**config.mk**
```make
export PLATFORM = sky130hd
export DESIGN_NAME = program_counter
export DESIGN_NICKNAME = d
export VERILOG_FILES = /design/src/rtl/program_counter.sv
export SDC_FILE = /design/constraint.sdc
export NUM_CORES = 1
export LEC_CHECK = 0
export CORE_UTILIZATION = 26
export DETAILED_ROUTE_END_ITERATION = 12
export PLACE_DENSITY_LB_ADDON = 0.2
export SKIP_CTS_REPAIR_TIMING = 1
export SLEW_MARGIN = 20
export SYNTH_ARGS = -nofsm -noshare
export SYNTH_HDL_FRONTEND = slang
export SYNTH_SLANG_ARGS = --single-unit
```
**constraint.sdc**
```tcl
create_clock -name clk -period 2.1 [get_ports clk]
set_clock_uncertainty 0.2 [all_clocks]
set_input_delay 0.315 -clock clk [delete_from_list [all_inputs] [get_ports clk]]
set_output_delay 0.315 -clock clk [all_outputs]
set_load 0.01 [all_outputs]
```
**src/rtl/program_counter.sv**
```systemverilog
// Program counter for the fetch path.
// Holds the address of the next instruction. The control unit can either
// load a jump/branch/call target from `in`, or advance the count by one for
// sequential fetch. Load has priority over increment. The count is unsigned
// and wraps from all-ones back to zero. `out` comes straight from the
// register, so it never depends combinationally on any input.
// Reset is asynchronous and active-low: `rst_b` low forces RESET_VALUE onto
// `out` at once, without waiting for a clock edge.
module program_counter #(
  parameter int unsigned          WIDTH       = 16,
  parameter logic [WIDTH-1:0]     RESET_VALUE = '0
) (
  input  logic             clk,
  input  logic             rst_b,
  input  logic             ld,
  input  logic             inc,
  input  logic [WIDTH-1:0] in,
  output logic [WIDTH-1:0] out
);

  // Current PC value and its next-state value.
  logic [WIDTH-1:0] pc_q;
  logic [WIDTH-1:0] pc_d;

  // Sequential successor of the current PC. The carry out of the top bit is
  // dropped on purpose, so all-ones wraps to zero.
  logic [WIDTH-1:0] pc_plus_one;
  assign pc_plus_one = pc_q + {{(WIDTH-1){1'b0}}, 1'b1};

  // Next-state selection: load wins over increment, otherwise hold.
  // `in` only reaches pc_d when ld is high. An unknown `in` therefore cannot
  // leak into the PC while no load is requested.
  always_comb begin
    pc_d = pc_q;
    if (ld) begin
      pc_d = in;
    end else if (inc) begin
      pc_d = pc_plus_one;
    end
  end

  // PC register with asynchronous active-low clear to RESET_VALUE.
  always_ff @(posedge clk or negedge rst_b) begin
    if (!rst_b) begin
      pc_q <= RESET_VALUE;
    end else begin
      pc_q <= pc_d;
    end
  end

  assign out = pc_q;

endmodule

```
# --- Word level (Yosys, flattened, before mapping) ---
# Cells that the tools add are included.
totals:
  out_inout_bits: 16
  reg_bits: 16
  wordCells: 5
classes:
  reduce_logical: 1
  n_mux: 2
  add_sub_neg: 1
ops:
  columns: ["cell", "count"]
  rows:
  - ["16-bit 2-to-1 mux", 2]
  - ["16-bit by 1-bit adder with 16-bit output, second input constant", 1]
  - ["2-bit nonzero test", 1]

# --- Logic depth before layout (Yosys ltp) ---
logic_depth:
  ltp_word: 3
  ltp_mapped: 6
  ltp_nobuf: 5

# --- Worst setup path before layout ---
# Ideal clock, no wire load.
synth_timing:
  path_kind: "flip-flop to flip-flop"
  from: "register pc_q[0], in the netlist out[0]"
  to: "register pc_q[14], in the netlist out[14]"
  required_time_ns: 1.776
  synth_period_minus_slack_ns: 1.755
  stages_incl_launch_ff: 6
  arrival_ns: 1.431
  setup_ns: 0.124
  n_path_buf: 1
  path_slack_ns: 0.345
  path_cell_list: "dfrtp_1 > ha_1 > and4_1 > buf_4 > and4_2 > o31a_1"
synth_via:
  elab_chain_len: 3
synth_lines:
  columns: ["element", "line", "source"]
  rows:
  - ["start, declared", "22", "logic [WIDTH-1:0] pc_q;"]
  - ["start signal, assigned", "47", "pc_q <= pc_d;"]
  - ["16-bit by 1-bit adder with 16-bit output", "28", "assign pc_plus_one = pc_q + {{(WIDTH-1){1'b0}}, 1'b1};"]
  - ["16-bit 2-to-1 mux", "37", "end else if (inc) begin"]
  - ["16-bit 2-to-1 mux", "35", "if (ld) begin"]
# Every way passes these cells. The select of a mux whose other input is x is not followed.
# A chain may end at the register's enable or synchronous reset.

# --- Worst setup path after layout ---
layout_timing:
  from: "register pc_q[4], in the netlist out[4]"
  to: "output out[4]"
layout_lines:
  columns: ["element", "line", "source"]
  rows:
  - ["end, declared", "18", "output logic [WIDTH-1:0] out"]
# No word-level cell between the ends.

==> impl_metrics.yaml <==
critical_path:
  worstPathCellList: "clkdlybuf4s50_1"
  rr_startpoint: "out[0]"
  required_ps: 1580
  r2r_cells: 4
  end_kind: "primary output"
  cp_top_family: "buffers and inverters"
  slowest_stage: "clkdlybuf4s50_1"
  crit_start: "out[4]"
  critPathBufInv: 1
  path_depth: 1
  cp-endpoint: "out[4]"
  path_class: "reg -> out"
  worst-path-max-fanout: 9
  rrSetupSlack_ps: 340
  crit_arrival_ps: 1400
  rr_endpoint: "out[14]"
  max_stage_delay_ps: 600
  cp-start-kind: "flop"
cells_and_area:
  drive_above_1_share_pct: 11.76
  fillers: 367
  regArea_sq_um: 400.4
  multi_input_area_sq_um: 504.2
  final_core_util_pct: 40.40
  largest_reg_flops: 16
  fin_nets: 159
  antenna_cells: 0
  area_delta_synth_final_pct: 46.29
timing:
  setup_ws_ps: 181.8
  hold_viol: 0
  layout_min_cycle_time_ps: 1918
  period_share_pct: 91.34
  tightest_slew_ps: 296.4
  setup_viol: 0
  slew_viol_final: 0
  timing.fmax_mhz: 521.3
  rsz0062_at_grt: "no"
  relSlewSlack_pct: 80.24
  fin_setup_tns_ps: 0
global_route:
  antenna_found_initial: 0
  grt_pass1_wl_um: 4008
  grt-ovfl-total: 0
  track_usage_pct: 12.99
  grt_max_degree: 19
  grt_pass1_vias: 858
logic_synthesis:
  yosys.cell_types.count: 28
  synth-main-ff-cell: "dfrtp_1"
  yosysMostFrequentCell: "nand2_1"
  yosysSeqAreaShare_pct: 42.44
  synthTopCellsByArea: "dfrtp_1 42%, nand2_1 7.2%, xnor2_1 6.5%"
  async_flop_share_pct: 100.0
  synth_common_cells: "18 x nand2_1, 16 x dfrtp_1, 12 x o21ai_0"
  yosys.area.top_type: "dfrtp_1"
  synth_seq_cells: 16
  synthesis.instances: 99
  synth_edf_count: 0
  synthesis.area_sq_um: 943.4
  syn_avg_cell_area_sq_um: 9.529
  synth.top_cell.area_share_pct: 42.44
  yosysWarnings: 0
  postSynthNetCount: 120
route:
  wl_met3_um: 124
  drt_iter0_drc: 21
  dr.max_layer_used: "met4"
  dr_total_vias: 840
  dr_wl_met2_um: 994
  firstDrtPassIters: 4
  drc: 0
  ant_nets: 0
  vias_per_cell: 4.615
  wl_met1_um: 1051
  wl_um: 2204
  routedWlPerCell_um: 12.11
clocking:
  clock_sinks: 16
  clk_pin_slew_ps: 100
  clockBufferDepth: 2
  clk_latency_ps: 290
  cts_buffers: 3
  cts_tree: "done"
  h-tree-depth: 1
  cts-root-buf: "clkbuf_4"
floorplanning:
  die_w_um: 62.24
  die-area_sq_um: 3873
  io_pins: 36
  die_y_um: 62.24
  num_rows: 21
  coreArea_sq_um: 3416
  initial_core_util_pct: 27.62
power_and_ir_drop:
  p_clk_share_pct: 21.7
  p_leak_nw: 0.5371
  p_sw_share_pct: 30.18
  ir_drop_v: 0.0002311
  share_comb_of_total_power_pct: 27.4
  power.internal_mw: 0.5294
  seqPwrFrac_pct: 50.9
  power_density_nw_per_um2: 549.4
  netSwitchingPower_mw: 0.2288
run:
  max-cap-violations: 0
outcome:
  status: "complete, no violations"
placed_design:
  dp_slack_ps: 84.98
  dp_hpwl_um: 1733
  place.gp.congestion: 0.7460
  port_buffers: 35
hold_path:
  hold_class: "in -> async"
## per-layer routing
metal / GRT usage (%) / vias up
met5: 0 / -
met4: 6.105 / 0
met3: 3.309 / 4
met2: 20.74 / 24
met1: 16.34 / 386
li1: - / 426
## through the flow
stage | area, sq um | hold WS [ps] | power [mW] | instances
floorplan | 943.4 | -180.6 | 0.4719 | 99
global placement | 1358 | 390.1 | 0.5998 | 179
detailed placement | 1358 | 404.5 | 0.6030 | 179
CTS | 1380 | 133.7 | 0.7700 | 182
global route | 1380 | 137.8 | 0.8067 | 182
finish | 1380 | 133.9 | 0.7582 | 182
## final cells by class
type	count	area share (%)
Sequential cell	16	29.01
Tap cell	46	4.170
Clock buffer	3	1.632
Multi-Input combinational cell	74	36.54
Timing Repair Buffer	39	27.56
Inverter	4	1.088
## cells in the final DEF, fill, tap and decap left out
cell type        count
clkbuf_4             3
nor4_4               1
nor2_2               1
inv_1                4
nand2b_1             2
mux2i_1              1
o21ai_1              1
a311o_1              1
clkdlybuf4s50_1     35
o31a_1               2
nand4_1              3
o21ai_0             12
xor2_1               5
a31oi_1              2
and4_1               1
xnor2_1              7
nand4_4              2
buf_4                4
nand3_1              4
nand2_1             18
ha_1                 1
and4_2               3
nor3_1               2
nor2_1               2
and3_2               1
dfrtp_1             16
nor4_2               1
and3_1               1
## logic make-up after synthesis
family,after synthesis,share of synthesized area (%)
buffers and inverters,9,4.111
DFF,16,42.44
muxes,1,1.061
xor gates and xnor gates,12,11.14
adders and majority gates,1,1.326
AOI/OAI and AO/OA,18,11.14
and+or+nand+nor,42,28.78
## power groups by stage
| stage | clock [mW] | sequential [mW] | combinational [mW] |
|---|---|---|---|
| finish | 0.165 | 0.386 | 0.207 |
| global route | 0.184 | 0.394 | 0.229 |
| CTS | 0.172 | 0.387 | 0.211 |
| detailed placement | 0 | 0.393 | 0.210 |
| global placement | 0 | 0.393 | 0.207 |
| floorplan | 0 | 0.397 | 0.0754 |
## worst min path at each step
stage / start / endpoint / slack (ps) / depth (start not counted)
after CTS: rst_b / out[15] / 130 / 2
after global placement: out[12] / out[13] / 390 / 2
after detailed placement: out[12] / out[13] / 400 / 2
after floorplan: rst_b / out[0] / -180 / 0
final: rst_b / out[15] / 130 / 2
after global routing: rst_b / out[15] / 140 / 2
(Power assumes the default switching activity.)
==> RTL change 1, RTL diff (same settings) <==
The parameter `WIDTH` goes from 16 to 32.
--- a/src/rtl/program_counter.sv
+++ b/src/rtl/program_counter.sv
@@ -7,7 +7,7 @@
 // Reset is asynchronous and active-low: `rst_b` low forces RESET_VALUE onto
 // `out` at once, without waiting for a clock edge.
 module program_counter #(
-  parameter int unsigned          WIDTH       = 16,
+  parameter int unsigned          WIDTH       = 32,
   parameter logic [WIDTH-1:0]     RESET_VALUE = '0
 ) (
   input  logic             clk,
Interface: changed (resized in and out); port bits go from 36 to 68. No check against the original RTL was run, so the function may have changed too.
==> RTL change 1 against the original RTL <==
Sequential share of layout area is 2.0 points lower. Count of clock-buffer cells in the layout rose by 3. Synthesized area up 110%. Total power up 130%. Wire length rose to 2.6 times the old value. Critical path depth rose by 4. Combinational power up 120%. Setup slack got worse by 61 ps. Sequential cell count up 16. Design area grew 120%. Clock power increased to 3.1 times the old value. Highest routed layer unchanged.
==> RTL change 1: results (changes against the original RTL) <==
For the routed length on met2, the log shows 2591 um (+160%). The flip-flop count of the largest register after layout was 32 (+16). The number of nets produced by synthesis was 256 (+110%).

The tools report the post-detailed-routing wire length as 5714 um (+160%). The sequential fraction of the synthesis area is 40.71% (-1.7 points). The leakage component of the power is 1.112 nW (+110%). The final net count was 341 (+110%).

The buffer type at the clock tree root is sky130_fd_sc_hd__clkbuf_8. The number of DRC markers in iteration 0 was 56 (+170%); the per-instance average area after synthesis was 8.981 um^2 (-5.8%). By count the netlist is led by 32 x sky130_fd_sc_hd__dfrtp_1, 24 x sky130_fd_sc_hd__nand2_1, 20 x sky130_fd_sc_hd__o21ai_0.

The routed metal-1 wire length is 2757 um (+160%). The critical path arrival is 2000 ps (+600 ps), and the actual slew at the worst max-slew pin is 424.5 ps (+128.1 ps). The proportion of layout cells with a drive suffix above 1 was 13.11% (+1.4 points); the clock transition at the registers of the reported paths was 70 ps (-30 ps).

The adder-cell share of the synthesized area is 0.6361% (-0.69 points). The largest fanout on the critical path is 8 (-1), and the via count of the first global-routing pass is 1880 (+120%). The combined global-route utilization of all metal layers is 15.41% (+2.4 points), and the wire length of the first global-routing pass is 9135 um (+130%). The TritonCTS buffer count came out at 5 (+2). The routed via count was 1967 (+130%). The tools report the pin count of the biggest net entering global routing as 33 (+14). The number of fill cells is 776 (+110%). The amount of wire on met3 after detailed routing was 282 um (+130%). For the weighted congestion at the end of routability-driven global placement, the log shows 0.8040 (+7.8%). Category of cells accounting for the largest share of critical-path delay: simple AND/OR/NAND/NOR gates. The xor/xnor share of the synthesized area was 5.344% (-5.8 points). The run finished with clean final reports. The delay of the slowest critical-path stage was 570 ps (-30 ps).

The maximum resistive drop on vdd is 206.0 uV (-11%).
RTL change 1: final cells by class:
type                       instances  area share [%]
sequential                        32           27.02
clock buffer                       6           2.782
inverter                           3          0.3794
multi-input combinational        172           36.89
timing repair buffer              90           28.41
clock inverter                     2          0.3373
tap                               99           4.174
RTL change 1: cells by family after synthesis:
| group | count (synthesis) |
|---|---|
| flops | 32 |
| simple gates | 106 |
| xor+xnor | 12 |
| mux | 1 |
| compound gates | 52 |
| buf+inv | 15 |
| fa+ha+maj | 1 |
RTL change 1: worst paths after layout:
path,from,endpoint,slack [ps]
setup / recovery,inc,out[21],120
hold / removal,rst_b,out[20],220
setup reg to reg,out[5],out[28],140
hold reg to reg,out[25],out[25],400
max in group asynchronous,rst_b,out[7],1140
min in group clk,in[4],out[4],380
RTL change 1: worst register-to-register path: stages, from the launching register on:
cell and delay (ps):
sky130_fd_sc_hd__dfrtp_1 440, sky130_fd_sc_hd__and4_1 370, sky130_fd_sc_hd__nand3_4 200, sky130_fd_sc_hd__or4_1 510, sky130_fd_sc_hd__a31oi_1 160
RTL change 1: power breakdown:
part | total, W | switching [W] | internal, W
logic | 0.000463 | 0.000195 | 0.000268
registers | 0.000758 | 0.0000808 | 0.000677
clock network | 0.000511 | 0.000249 | 0.000262
RTL change 1: metrics by stage:
stage / cells / cell area (um^2) / worst slack [ps] / total power, W / util [%]
2_1_floorplan: 219 / 1967 / 242.5 / 0.0009451 / -
3_3_place_gp: 396 / 2872 / -260.9 / 0.001232 / 39.38
3_5_place_dp: 396 / 2872 / -305.9 / 0.001236 / 39.38
4_1_cts: 404 / 2964 / -18.92 / 0.001754 / 40.65
5_1_grt: 404 / 2968 / 4.869 / 0.001827 / 40.70
6_report: 404 / 2968 / 121.1 / 0.001732 / 40.70
RTL change 1: layer usage:
metal | vias to the layer above | global-route usage (%)
met5 | - | 0
met4 | 0 | 5.195
met3 | 8 | 3.509
met2 | 50 | 26.43
met1 | 903 | 19.18
li1 | 1006 | -
==> RTL change 2, RTL diff (config.mk and constraints unchanged) <==
Without the edit above. Make the reset (`rst_b`) synchronous in one clocked block. Comments in the files are not updated.
--- a/src/rtl/program_counter.sv
+++ b/src/rtl/program_counter.sv
@@ -40,7 +40,7 @@
   end
 
   // PC register with asynchronous active-low clear to RESET_VALUE.
-  always_ff @(posedge clk or negedge rst_b) begin
+  always_ff @(posedge clk) begin
     if (!rst_b) begin
       pc_q <= RESET_VALUE;
     end else begin
Function: differs if rst_b is asserted again (counterexample within 4 cycles, from zero or initial values and one cycle with rst_b low); with rst_b held inactive, the same outputs for 10 cycles.
==> RTL change 2 against the original RTL <==
Wire length decreased by 5.3%. Count of clock-buffer cells in the layout unchanged. Register-to-register slack improved by 40 ps. Clock power decreased by 4%. Sequential share of layout area decreased by 5.0 points. Setup slack improved by 51 ps. Final cell count decreased by 1.1%. Sequential power decreased by 7.0%. Sequential cell count unchanged. Design area decreased by 3.3%. Synthesized area decreased by 2.5%. Global-route usage decreased by 0.86 points. Total power decreased by 11%.
==> RTL change 2: results (changes against the original RTL) <==
The logs give 546.8 um^2 (+8.4%) for the area used by multi-input combinational logic and 1533 um (-12%) for the detailed-placement wirelength estimate. The logs give 1313 um^2 (-3.3%) for the placed cell area and 180 (-1.1%) for the non-filler instance count after layout. The actual slew at the worst max-slew pin is 294.8 ps (-1.595 ps). The pin count of the biggest net entering global routing is 33 (+14), and the wire length of the first global-routing pass is 3367 um (-16%).

The run finished with clean final reports. The share of final layout cell area taken by non-clock buffers is 27.93% (+0.37 points), and the proportion of cell area occupied by registers is 23.99% (-5.0 points). Compared with the post-synthesis result, the final layout area differs by 45.17%. Post-placement setup slack: 57.15 ps (-27.84 ps). The leakage component of the power came out at 0.4874 nW (-9.3%).

The run gives 0.7498 (+0.51%) as the weighted congestion at the end of routability-driven global placement. The proportion of synthesized flip-flops having asynchronous set or reset works out to 0% (-100 points). The critical path starts at out[5]. The count of cell types in the netlist is 19 (-32%). The combined global-route utilization of all metal layers is 12.13% (-0.86 points), and the largest fanout on the critical path is 6 (-3). The mux share of post-synthesis cell area works out to 1.088% (+0.027 points).

For the number of flip-flops and latches, the log shows 16 (unchanged). The number of buffers other than clock buffers in the final layout works out to 38 (-2.6%). The adder-cell share of the synthesized area works out to 1.361% (+0.034 points). For the share of the core filled with cells, the log shows 39.69% (-0.71 points). The via count of the first global-routing pass was 756 (-12%); the area of all sequential standard cells was 320.3 um^2 (-20%). The critical path arrival was 1350 ps (-50 ps).

The routed wirelength normalized by instance count is 11.59 um (-4.3%), and the xor/xnor share of the synthesized area is 14.29% (+3.1 points). The tools report the startpoint of the worst-slack reg-to-reg timing path as out[0]. The maximum resistive drop on vdd came out at 221.6 uV (-4.1%). The number of fill cells is 370 (+0.82%). By count the netlist is led by 16 x sky130_fd_sc_hd__dfxtp_1, 12 x sky130_fd_sc_hd__xnor2_1, 11 x sky130_fd_sc_hd__a21oi_1, 11 x sky130_fd_sc_hd__o21ai_0, 9 x sky130_fd_sc_hd__nand2_1.
[RTL change 2: report_power, final]
group	total [W]	switching, W	leakage [nW]	internal [W]
clock network	0.000159	0.0000929	0.0138	0.0000666
registers	0.000359	0.0000338	0.133	0.000326
logic	0.000159	0.0000604	0.340	0.0000988
total	0.000678	0.000187	0.487	0.000491
[RTL change 2: worst paths after layout]
| check | slack [ps] | cells past startpoint | to |
|---|---|---|---|
| max reg2reg | 380 | 5 | out[12] |
| min | 370 | 2 | out[15] |
| min reg2reg | 370 | 2 | out[15] |
| max | 230 | 1 | out[5] |
[RTL change 2: layer usage]
metal,routed length [um],track usage (%),part of all wire (%)
met1,1051,17.03,50
met4,25,4.762,1.2
met5,0,0,0
met2,905,18.17,43
met3,105,2.521,5.0
[RTL change 2: cell families after synthesis]
group                    Yosys count
multiplexers                       1
flip-flops                        16
AO/OA/AOI/OAI                     27
XOR/XNOR                          15
AND/OR/NAND/NOR                   29
adder cells (fa/ha/maj)            1
buffers and inverters             10
